==> src/rtl/memory_rx.sv <==
// Receive-side word buffer: packs LIN bytes little-endian into 32-bit words and
// exposes whole frames to the APB reader only once the frame has ended cleanly.
module memory_rx #(
  parameter int DEPTH_LOG2 = 4
) (
  input  logic                  clk,
  input  logic                  reset,
  input  logic                  rx_byte_valid,
  input  logic [7:0]            rx_byte,
  input  logic                  rx_frame_end,
  input  logic                  rx_frame_err,
  input  logic                  RD_en,
  input  logic                  ovf_clr,
  output logic [31:0]           RD_data1,
  output logic                  RD_valid,
  output logic [DEPTH_LOG2:0]   count,
  output logic                  empty,
  output logic                  full,
  output logic                  overflow,
  output logic                  rx_frame_ok
);

  localparam int DEPTH = 1 << DEPTH_LOG2;

  // Handshake: every rx_* input and RD_valid/rx_frame_ok is a single-cycle strobe
  // with no back-pressure; RD_en is a request honoured only when count != 0.
  logic [31:0]           mem [DEPTH];
  logic [DEPTH_LOG2:0]   rd_ptr_q, rd_ptr_d;
  logic [DEPTH_LOG2:0]   wr_com_q, wr_com_d;
  logic [DEPTH_LOG2:0]   wr_spec_q, wr_spec_d;
  logic [1:0]            byte_cnt_q, byte_cnt_d;
  logic [31:0]           stage_q, stage_d;
  logic                  drop_q, drop_d;
  logic                  overflow_q, overflow_d;
  logic [31:0]           rd_data_q, rd_data_d;
  logic                  rd_valid_q, rd_valid_d;
  logic                  frame_ok_q, frame_ok_d;

  logic [DEPTH_LOG2:0]   occupancy;
  logic [DEPTH_LOG2:0]   wr_spec_post;
  logic [31:0]           merged;
  logic                  word_done, partial, need_write, drop_set, ovf_set;
  logic                  mem_we;
  logic [DEPTH_LOG2-1:0] mem_waddr;
  logic [31:0]           mem_wdata;

  assign occupancy   = wr_spec_q - rd_ptr_q;
  assign count       = wr_com_q - rd_ptr_q;
  assign empty       = (count == '0);
  assign full        = (occupancy == {1'b1, {DEPTH_LOG2{1'b0}}});
  assign overflow    = overflow_q;
  assign RD_data1    = rd_data_q;
  assign RD_valid    = rd_valid_q;
  assign rx_frame_ok = frame_ok_q;

  always_comb begin
    rd_ptr_d     = rd_ptr_q;
    wr_com_d     = wr_com_q;
    wr_spec_d    = wr_spec_q;
    byte_cnt_d   = byte_cnt_q;
    stage_d      = stage_q;
    drop_d       = drop_q;
    rd_data_d    = rd_data_q;
    rd_valid_d   = 1'b0;
    frame_ok_d   = 1'b0;
    merged       = stage_q;
    word_done    = 1'b0;
    partial      = 1'b0;
    need_write   = 1'b0;
    drop_set     = 1'b0;
    ovf_set      = 1'b0;
    wr_spec_post = wr_spec_q;
    mem_we       = 1'b0;
    mem_waddr    = wr_spec_q[DEPTH_LOG2-1:0];
    mem_wdata    = '0;

    if (RD_en && (count != '0)) begin
      rd_data_d  = mem[rd_ptr_q[DEPTH_LOG2-1:0]];
      rd_valid_d = 1'b1;
      rd_ptr_d   = rd_ptr_q + 1'b1;
    end

    if (rx_frame_err) begin
      wr_spec_d  = wr_com_q;
      byte_cnt_d = '0;
      stage_d    = '0;
      drop_d     = 1'b0;
    end else begin
      if (rx_byte_valid) merged[{byte_cnt_q, 3'b000} +: 8] = rx_byte;
      word_done  = rx_byte_valid && (byte_cnt_q == 2'd3);
      partial    = rx_frame_end && !word_done && ((byte_cnt_q != 2'd0) || rx_byte_valid);
      need_write = word_done || partial;
      // Fullness is judged on start-of-cycle pointers; a same-cycle pop does not help.
      if (need_write) begin
        if (full) begin
          drop_set = 1'b1;
        end else begin
          mem_we       = 1'b1;
          mem_wdata    = merged;
          wr_spec_post = wr_spec_q + 1'b1;
        end
      end
      wr_spec_d = wr_spec_post;
      drop_d    = drop_q | drop_set;
      if (rx_byte_valid) begin
        byte_cnt_d = byte_cnt_q + 2'd1;
        stage_d    = word_done ? '0 : merged;
      end
      if (rx_frame_end) begin
        byte_cnt_d = '0;
        stage_d    = '0;
        drop_d     = 1'b0;
        if (drop_q || drop_set) begin
          wr_spec_d = wr_com_q;
          ovf_set   = 1'b1;
        end else begin
          wr_com_d   = wr_spec_post;
          frame_ok_d = 1'b1;
        end
      end
    end

    overflow_d = ovf_set ? 1'b1 : (ovf_clr ? 1'b0 : overflow_q);
  end

  always_ff @(posedge clk) begin
    if (reset) begin
      rd_ptr_q   <= '0;
      wr_com_q   <= '0;
      wr_spec_q  <= '0;
      byte_cnt_q <= '0;
      stage_q    <= '0;
      drop_q     <= 1'b0;
      overflow_q <= 1'b0;
      rd_data_q  <= '0;
      rd_valid_q <= 1'b0;
      frame_ok_q <= 1'b0;
    end else begin
      rd_ptr_q   <= rd_ptr_d;
      wr_com_q   <= wr_com_d;
      wr_spec_q  <= wr_spec_d;
      byte_cnt_q <= byte_cnt_d;
      stage_q    <= stage_d;
      drop_q     <= drop_d;
      overflow_q <= overflow_d;
      rd_data_q  <= rd_data_d;
      rd_valid_q <= rd_valid_d;
      frame_ok_q <= frame_ok_d;
    end
  end

  // Storage is deliberately not reset.
  always_ff @(posedge clk) begin
    if (mem_we && !reset) mem[mem_waddr] <= mem_wdata;
  end

endmodule

==> config.mk <==
export PLATFORM = sky130hd
export DESIGN_NAME = memory_rx
export DESIGN_NICKNAME = d
export VERILOG_FILES = /design/src/rtl/memory_rx.sv
export SDC_FILE = /design/constraint.sdc
export NUM_CORES = 1
export LEC_CHECK = 0
export ABC_AREA = 1
export CAP_MARGIN = 40
export CORE_MARGIN = 8
export CORE_UTILIZATION = 60
export CTS_BUF_LIST = sky130_fd_sc_hd__clkbuf_8
export CTS_CLUSTER_SIZE = 24
export DETAILED_ROUTE_END_ITERATION = 10
export GPL_TIMING_DRIVEN = 0
export PLACE_DENSITY_LB_ADDON = 0.2
export SYNTH_ARGS = -nofsm -noshare
export SYNTH_HDL_FRONTEND = slang
export SYNTH_SLANG_ARGS = --single-unit
==> constraint.sdc <==
create_clock -name clk -period 11.63 [get_ports clk]
set_input_delay 1.163 -clock clk [delete_from_list [all_inputs] [get_ports clk]]
set_output_delay 1.163 -clock clk [all_outputs]
set_load 0.02 [all_outputs]
Yosys cells after proc, flatten, opt, wreduce, memory -nomap -nowiden
Memory sizes are Yosys's and may differ from the RTL's. A register that Yosys moved wholly into a read port is not among the register bits.
Index checks and enable logic that the tools add are counted.
- $add $sub $neg: 6
- bitwise logic cells: 3
- multiplexer cells: 26
- equality and inequality tests: 2
- shift-type cells: 2
- reductions and logical operators: 17
- operator list (operator ; number):
    $mux W32 ; 5
    $bwmux W32 ; 1
    $shift A8 B7 Y32 const A ; 1
    $shiftx A8 B7 Y32 ; 1
    $mux W5 ; 5
    $mux W1 ; 15
    $add A5 B1 Y5 const B ; 2
    $sub A5 B5 Y5 ; 2
    $neg A5 Y7 ; 1
    $reduce_or A3 Y1 ; 2
    $eq A5 B5 Y1 const B ; 1
    $logic_and A1 B1 Y1 ; 5
    $logic_not A5 Y1 ; 1
    $reduce_bool A5 Y1 ; 1
    $reduce_bool A2 Y1 ; 2
    $logic_or A1 B1 Y1 ; 3
    $add A2 B1 Y2 const B ; 1
    $eq A2 B2 Y1 const B ; 1
    $logic_not A1 Y1 ; 2
    $not A1 Y1 ; 2
    $reduce_and A2 Y1 ; 1
    $or A1 B1 Y1 ; 1
- output and inout port bits: 42
- bits in writable memories: 512
- bits of input ports: 15
- word-level logic and storage cells: 66
- bits in registers: 53
- memories kept: 1
- memories (memory ; words ; bits a word ; read ports ; clocked after memory_dff ; wr ports ; line ; source):
    mem ; 16 ; 32 ; 1 ; 1 ; 1 ; 27 ; logic [31:0] mem [DEPTH];

Longest topological paths before layout
Gate-level depths: netlist of the first run.
- word-level depth: 13
- gate-level depth with buffers: 15
- mapped depth without buffers: 13

Worst setup path after synthesis of the first run
Ideal clock, no wire load.
- kind: input to register
- start: input rx_byte_valid
- end: memory mem[3][0], enable pin
- cell stages on the path: 9
- data required time: 11.169 ns
- slack: 7.094 ns
- data arrival time: 4.075 ns
- cells stage by stage: buf_4 > nand2_2 > nand2_1 > o21ai_2 > inv_1 > nand2_1 > inv_1 > nand3_2 > nor3_1
- cells in the longest elaborated chain, start to end: 10
- elaborated cells between the ends (all ways): 11
- those cells by class: mux (4); reduce/logical (7)
- RTL lines (element ; line ; source):
    start, declared ; 8 ; input logic rx_byte_valid,
    $logic_and A1 B1 Y1 ; 90 ; word_done = rx_byte_valid && (byte_cnt_q == 2'd3);
    $logic_not A1 Y1 ; 91 ; partial = rx_frame_end && !word_done && ((byte_cnt_q != 2'd0) || rx_byte_valid);
    $logic_and A1 B1 Y1 (2 in series) ; 91 ;
    $logic_or A1 B1 Y1 (*) ; 92 ; need_write = word_done || partial;
    $mux W1 (*) ; 94 ; if (need_write) begin
    $mux W1 (*) ; 83 ; if (rx_frame_err) begin
    $logic_and A1 B1 Y1 (*) ; 154 ; if (mem_we && !reset) mem[mem_waddr] <= mem_wdata;
    $mux W1 (*) ; 154 ;
    $mux W1 (not written as such) (*) ; 154 ;
    end, declared ; 27 ;
Mark *: on every way between the ends. The rest lies on a longest branch, timed or not.

Final worst setup path of the first run
- start: register rd_ptr_q[1]
- end: output empty
- cells in the longest elaborated chain, start to end: 2
- RTL lines (element ; line ; source):
    start, declared ; 28 ; logic [DEPTH_LOG2:0] rd_ptr_q, rd_ptr_d;
    start signal, assigned ; 139 ; rd_ptr_q <= rd_ptr_d;
    $sub A5 B5 Y5 ; 48 ; assign count = wr_com_q - rd_ptr_q;
    $logic_not A5 Y1 ; 49 ; assign empty = (count == '0);
    end, declared ; 17 ; output logic empty,
No other way between the ends.

==> results_dict.tcl, run 1 <==
set metrics [dict create \
    syn_nets 2064 \
    ys_warn_count 0 \
    syn-instance-count 2030 \
    min_from "stage_q[27]$_SDFFE_PP0P_" \
    clk_pin_slew_ps 60 \
    grt_pass1_vias 17100 \
    timing.critical_path.cells "buf_2 > clkinv_1 > clkbuf_1 > ha_1 > nand2_1 > o21ai_1 > xor2_1 > nand3_1 > inv_1 > clkdlybuf4s50_1" \
    post_cts_setup_buffers 0 \
    die_height_um 216 \
    worst_setup_path_start_kind "flip-flop" \
    cpLargestDelayFamily "buffers and inverters" \
    p_per_area_mw_per_mm2 170 \
    synth-async-reset-ratio_pct 0 \
    rsz0062_at_grt "false" \
    antenna_found_initial 4 \
    max_stage_delay_ps 600 \
    clock_tree.root_cell "clkbuf_8" \
    crit_slowest_cell "clkdlybuf4s50_1" \
    required_ps 10470 \
    yosys.area.top_type "edfxtp_1" \
    die_area_mm2 0.0465 \
    num-nets-final 2271 \
    max_freq_mhz 189 \
    hold_viol 0 \
    cts_sinks 597 \
    cts_inserted_buffers 93 \
    setup_violators_final 0 \
    grt_max_degree 27 \
    cts-resized-gates 0 \
    dpl_worst_slack_ps 6930 \
    synthesis.area_per_instance_um2 11.8 \
    worstPathArrival_ps 4130 \
    dr.first_iter.drc_count 2238 \
    worst-path-max-fanout 11 \
    place_hpwl_um 46300 \
    vias_per_cell 6.15 \
    h-tree-depth 3 \
    clkLatencyLatePin_ps 670 \
    synth-seq-area-share_pct 71.5 \
    std_cell_rows 73 \
    wirelength_um 68200 \
    io_pins 57 \
    worst_tran_pin_value_ps 937 \
    min_period_over_period_pct 45.5 \
    wire_per_inst_um 24.0 \
    numPortBuffers 54 \
    slew_headroom_pct 37.1 \
    power.static_leakage_nw 10.5 \
    max_cap_viol_count 0 \
    ys_seq_elements 597 \
    setup_tns_ps 0 \
    max-vdd-ir-drop_v 0.000155 \
    startpoint "rd_ptr_q[1]$_SDFFE_PP0P_" \
    grt_use_total_pct 28.6 \
    fill_cells 2773 \
    critical_path.reg2reg.startpoint "rd_ptr_q[1]$_SDFFE_PP0P_" \
    synth_area_mm2 0.0239 \
    yosysTopAreaCellShare_pct 64.4 \
    area_growth_pct 16.0 \
    globalRoute.totalOverflow 0 \
    critical_path_buf_inv_count 5 \
    drc_viols 0 \
    post-route-min-period_ps 5290 \
    clk_path_buf_depth 3 \
    setup.worst_path.end_class "primary output" \
    vias 17500 \
    whs_ps 452 \
    tritoncts "yes" \
    worst_hold_path_type "flip-flop to flip-flop" \
    grt_pass1_wl_um 101000 \
    synthFlopType "edfxtp_1" \
    fin_skew_ps 40.6 \
    count_of_final_max_slew_check_failures 0 \
    fin_util_pct 70.1 \
    synth_unique_cells 30 \
    postCtsHoldBufs 0 \
    post_synth_main_area_contributors "edfxtp_1 64%, dfxtp_1 7.1%, nor2_1 6.8%" \
    finalWeightedCongestion 0.920 \
    edff_count_synth 512 \
    post_route_cells_drive_above_1_share_pct 10.9 \
    design.core.area_mm2 0.0395 \
    detail-route-antenna-nets 0 \
    status "completed" \
    worstSetupPathType "flip-flop to primary output" \
    detailedRoute.firstPassIterationCount 6 \
    die_width_um 216 \
    setup_ws_ps 6340 \
    initial_core_util_pct 60.4 \
]
report_power, final:
group | total (mW) | internal [mW] | switching, mW | leakage (nW)
Clock | 1.72 | 0.905 | 0.815 | 1.06
Sequential | 2.34 | 2.32 | 0.0155 | 6.27
Combinational | 0.649 | 0.207 | 0.442 | 3.13
Total | 4.70 | 3.43 | 1.27 | 10.5
through the flow:
stage / cell area, µm² / total power, mW / instances
after CTS: 27700 / 4.69 / 2841
final: 27700 / 4.70 / 2842
after detailed placement: 25900 / 3.01 / 2667
after global routing: 27700 / 4.84 / 2842
after global placement: 25100 / 3.00 / 2609
after floorplan: 23900 / 2.76 / 2030
synthesized netlist by cell type (4+ instances only):
library cell and instances:
edfxtp_1 512, nor2_1 435, o21ai_0 250, nand2_1 161, o22ai_1 86, dfxtp_1 85, clkbuf_1 81, inv_1 72
nand3_1 64, o211ai_1 64, o21ai_1 51, nor3_1 40, a21oi_1 26, buf_2 20, a22oi_1 18, ha_1 18
buf_6 11, buf_1 6, buf_4 6, clkinv_1 4, nand2_2 4
final timing paths:
check	end	slack, ps	cells past startpoint
setup / recovery	empty	6340	10
hold / removal	stage_q[27]$_SDFFE_PP0P_	450	2
setup reg to reg	mem[3][3]$_DFFE_PP_	6860	14
hold reg to reg	stage_q[27]$_SDFFE_PP0P_	450	2
flip-flops by register name, summed over array words and instances, names as in the netlist:
| name | cells |
|---|---|
| RD_valid | 1 |
| wr_spec_q | 5 |
| stage_q | 32 |
| rd_ptr_q | 5 |
| byte_cnt_q | 2 |
| wr_com_q | 5 |
| mem | 512 |
| rx_frame_ok | 1 |
| RD_data1 | 32 |
| drop_q | 1 |
| overflow | 1 |
cells in the final DEF (no fill, tap or decap), drive strengths merged:
cell type,count
nand4,1
xor2,3
clkinv,29
buf,101
o211ai,64
o21ai,302
nand3b,1
diode,1
clkdlybuf4s50,54
nor2,435
clkinvlp,5
a22oi,18
inv,106
a21oi,26
clkbuf,193
o22ai,86
xnor2,3
fa,1
dfxtp,85
nand2,165
bufinv,2
ha,18
nand3,66
nor3,40
edfxtp,512
area by class of cell:
class / instances / area, µm² / area share (%)
buffer: 126 / 606 / 2.19
clock inverter: 64 / 329 / 1.19
inverter: 78 / 293 / 1.06
timing repair buffer: 112 / 1210 / 4.37
antenna: 1 / 2.50 / 0.00903
tap: 525 / 657 / 2.37
clock buffer: 110 / 1510 / 5.46
multi-input combinational: 1229 / 6030 / 21.7
sequential: 597 / 17100 / 61.6
cells by family (layout without fill, tap and decap cells):
family,after synthesis,after routing,share of synthesized area (%)
AOI/OAI and AO/OA,496,496,11.7
buffers and inverters,204,490,3.76
and+or+nand+nor,708,708,11.8
adders and majority gates,19,19,1.03
DFF,597,597,71.5
xor gates and xnor gates,6,6,0.220
other,0,1,0
per-layer routing:
metal	part of all wire [%]	GRT usage [%]
met1	37	37.2
met2	46	44.9
met3	13	7.93
met4	3.7	12.6
met5	0.028	0
tightest hold or removal path, cell delays in order, from the launching register on:
cell     delay (ps)
dfxtp_1         300
inv_1            60
nor3_1           50
No activity file was read; power rests on OpenSTA's default activity.
==> inputs of run 2 (changes only) <==
clock period = 5.55 ns   (was 11.63 ns; I/O delays follow)
==> results of run 2 <==
Same layout as run 1 (identical final DEF). Status: completed.
Among the figures that moved: setup slack after placement 6930 ps -> 849 ps; setup slack after layout 6340 ps -> 781 ps; hold slack 452 ps -> 201 ps; end point of the critical path empty -> mem[3][3]$_DFFE_PP_; register-to-register setup slack 6860 ps -> 780 ps; end point of the worst hold path stage_q[27]$_SDFFE_PP0P_ -> byte_cnt_q[0]$_SDFFE_PP0P_; total power 4.70 mW -> 9.86 mW; worst IR drop on VDD 0.000155 V -> 0.000324 V
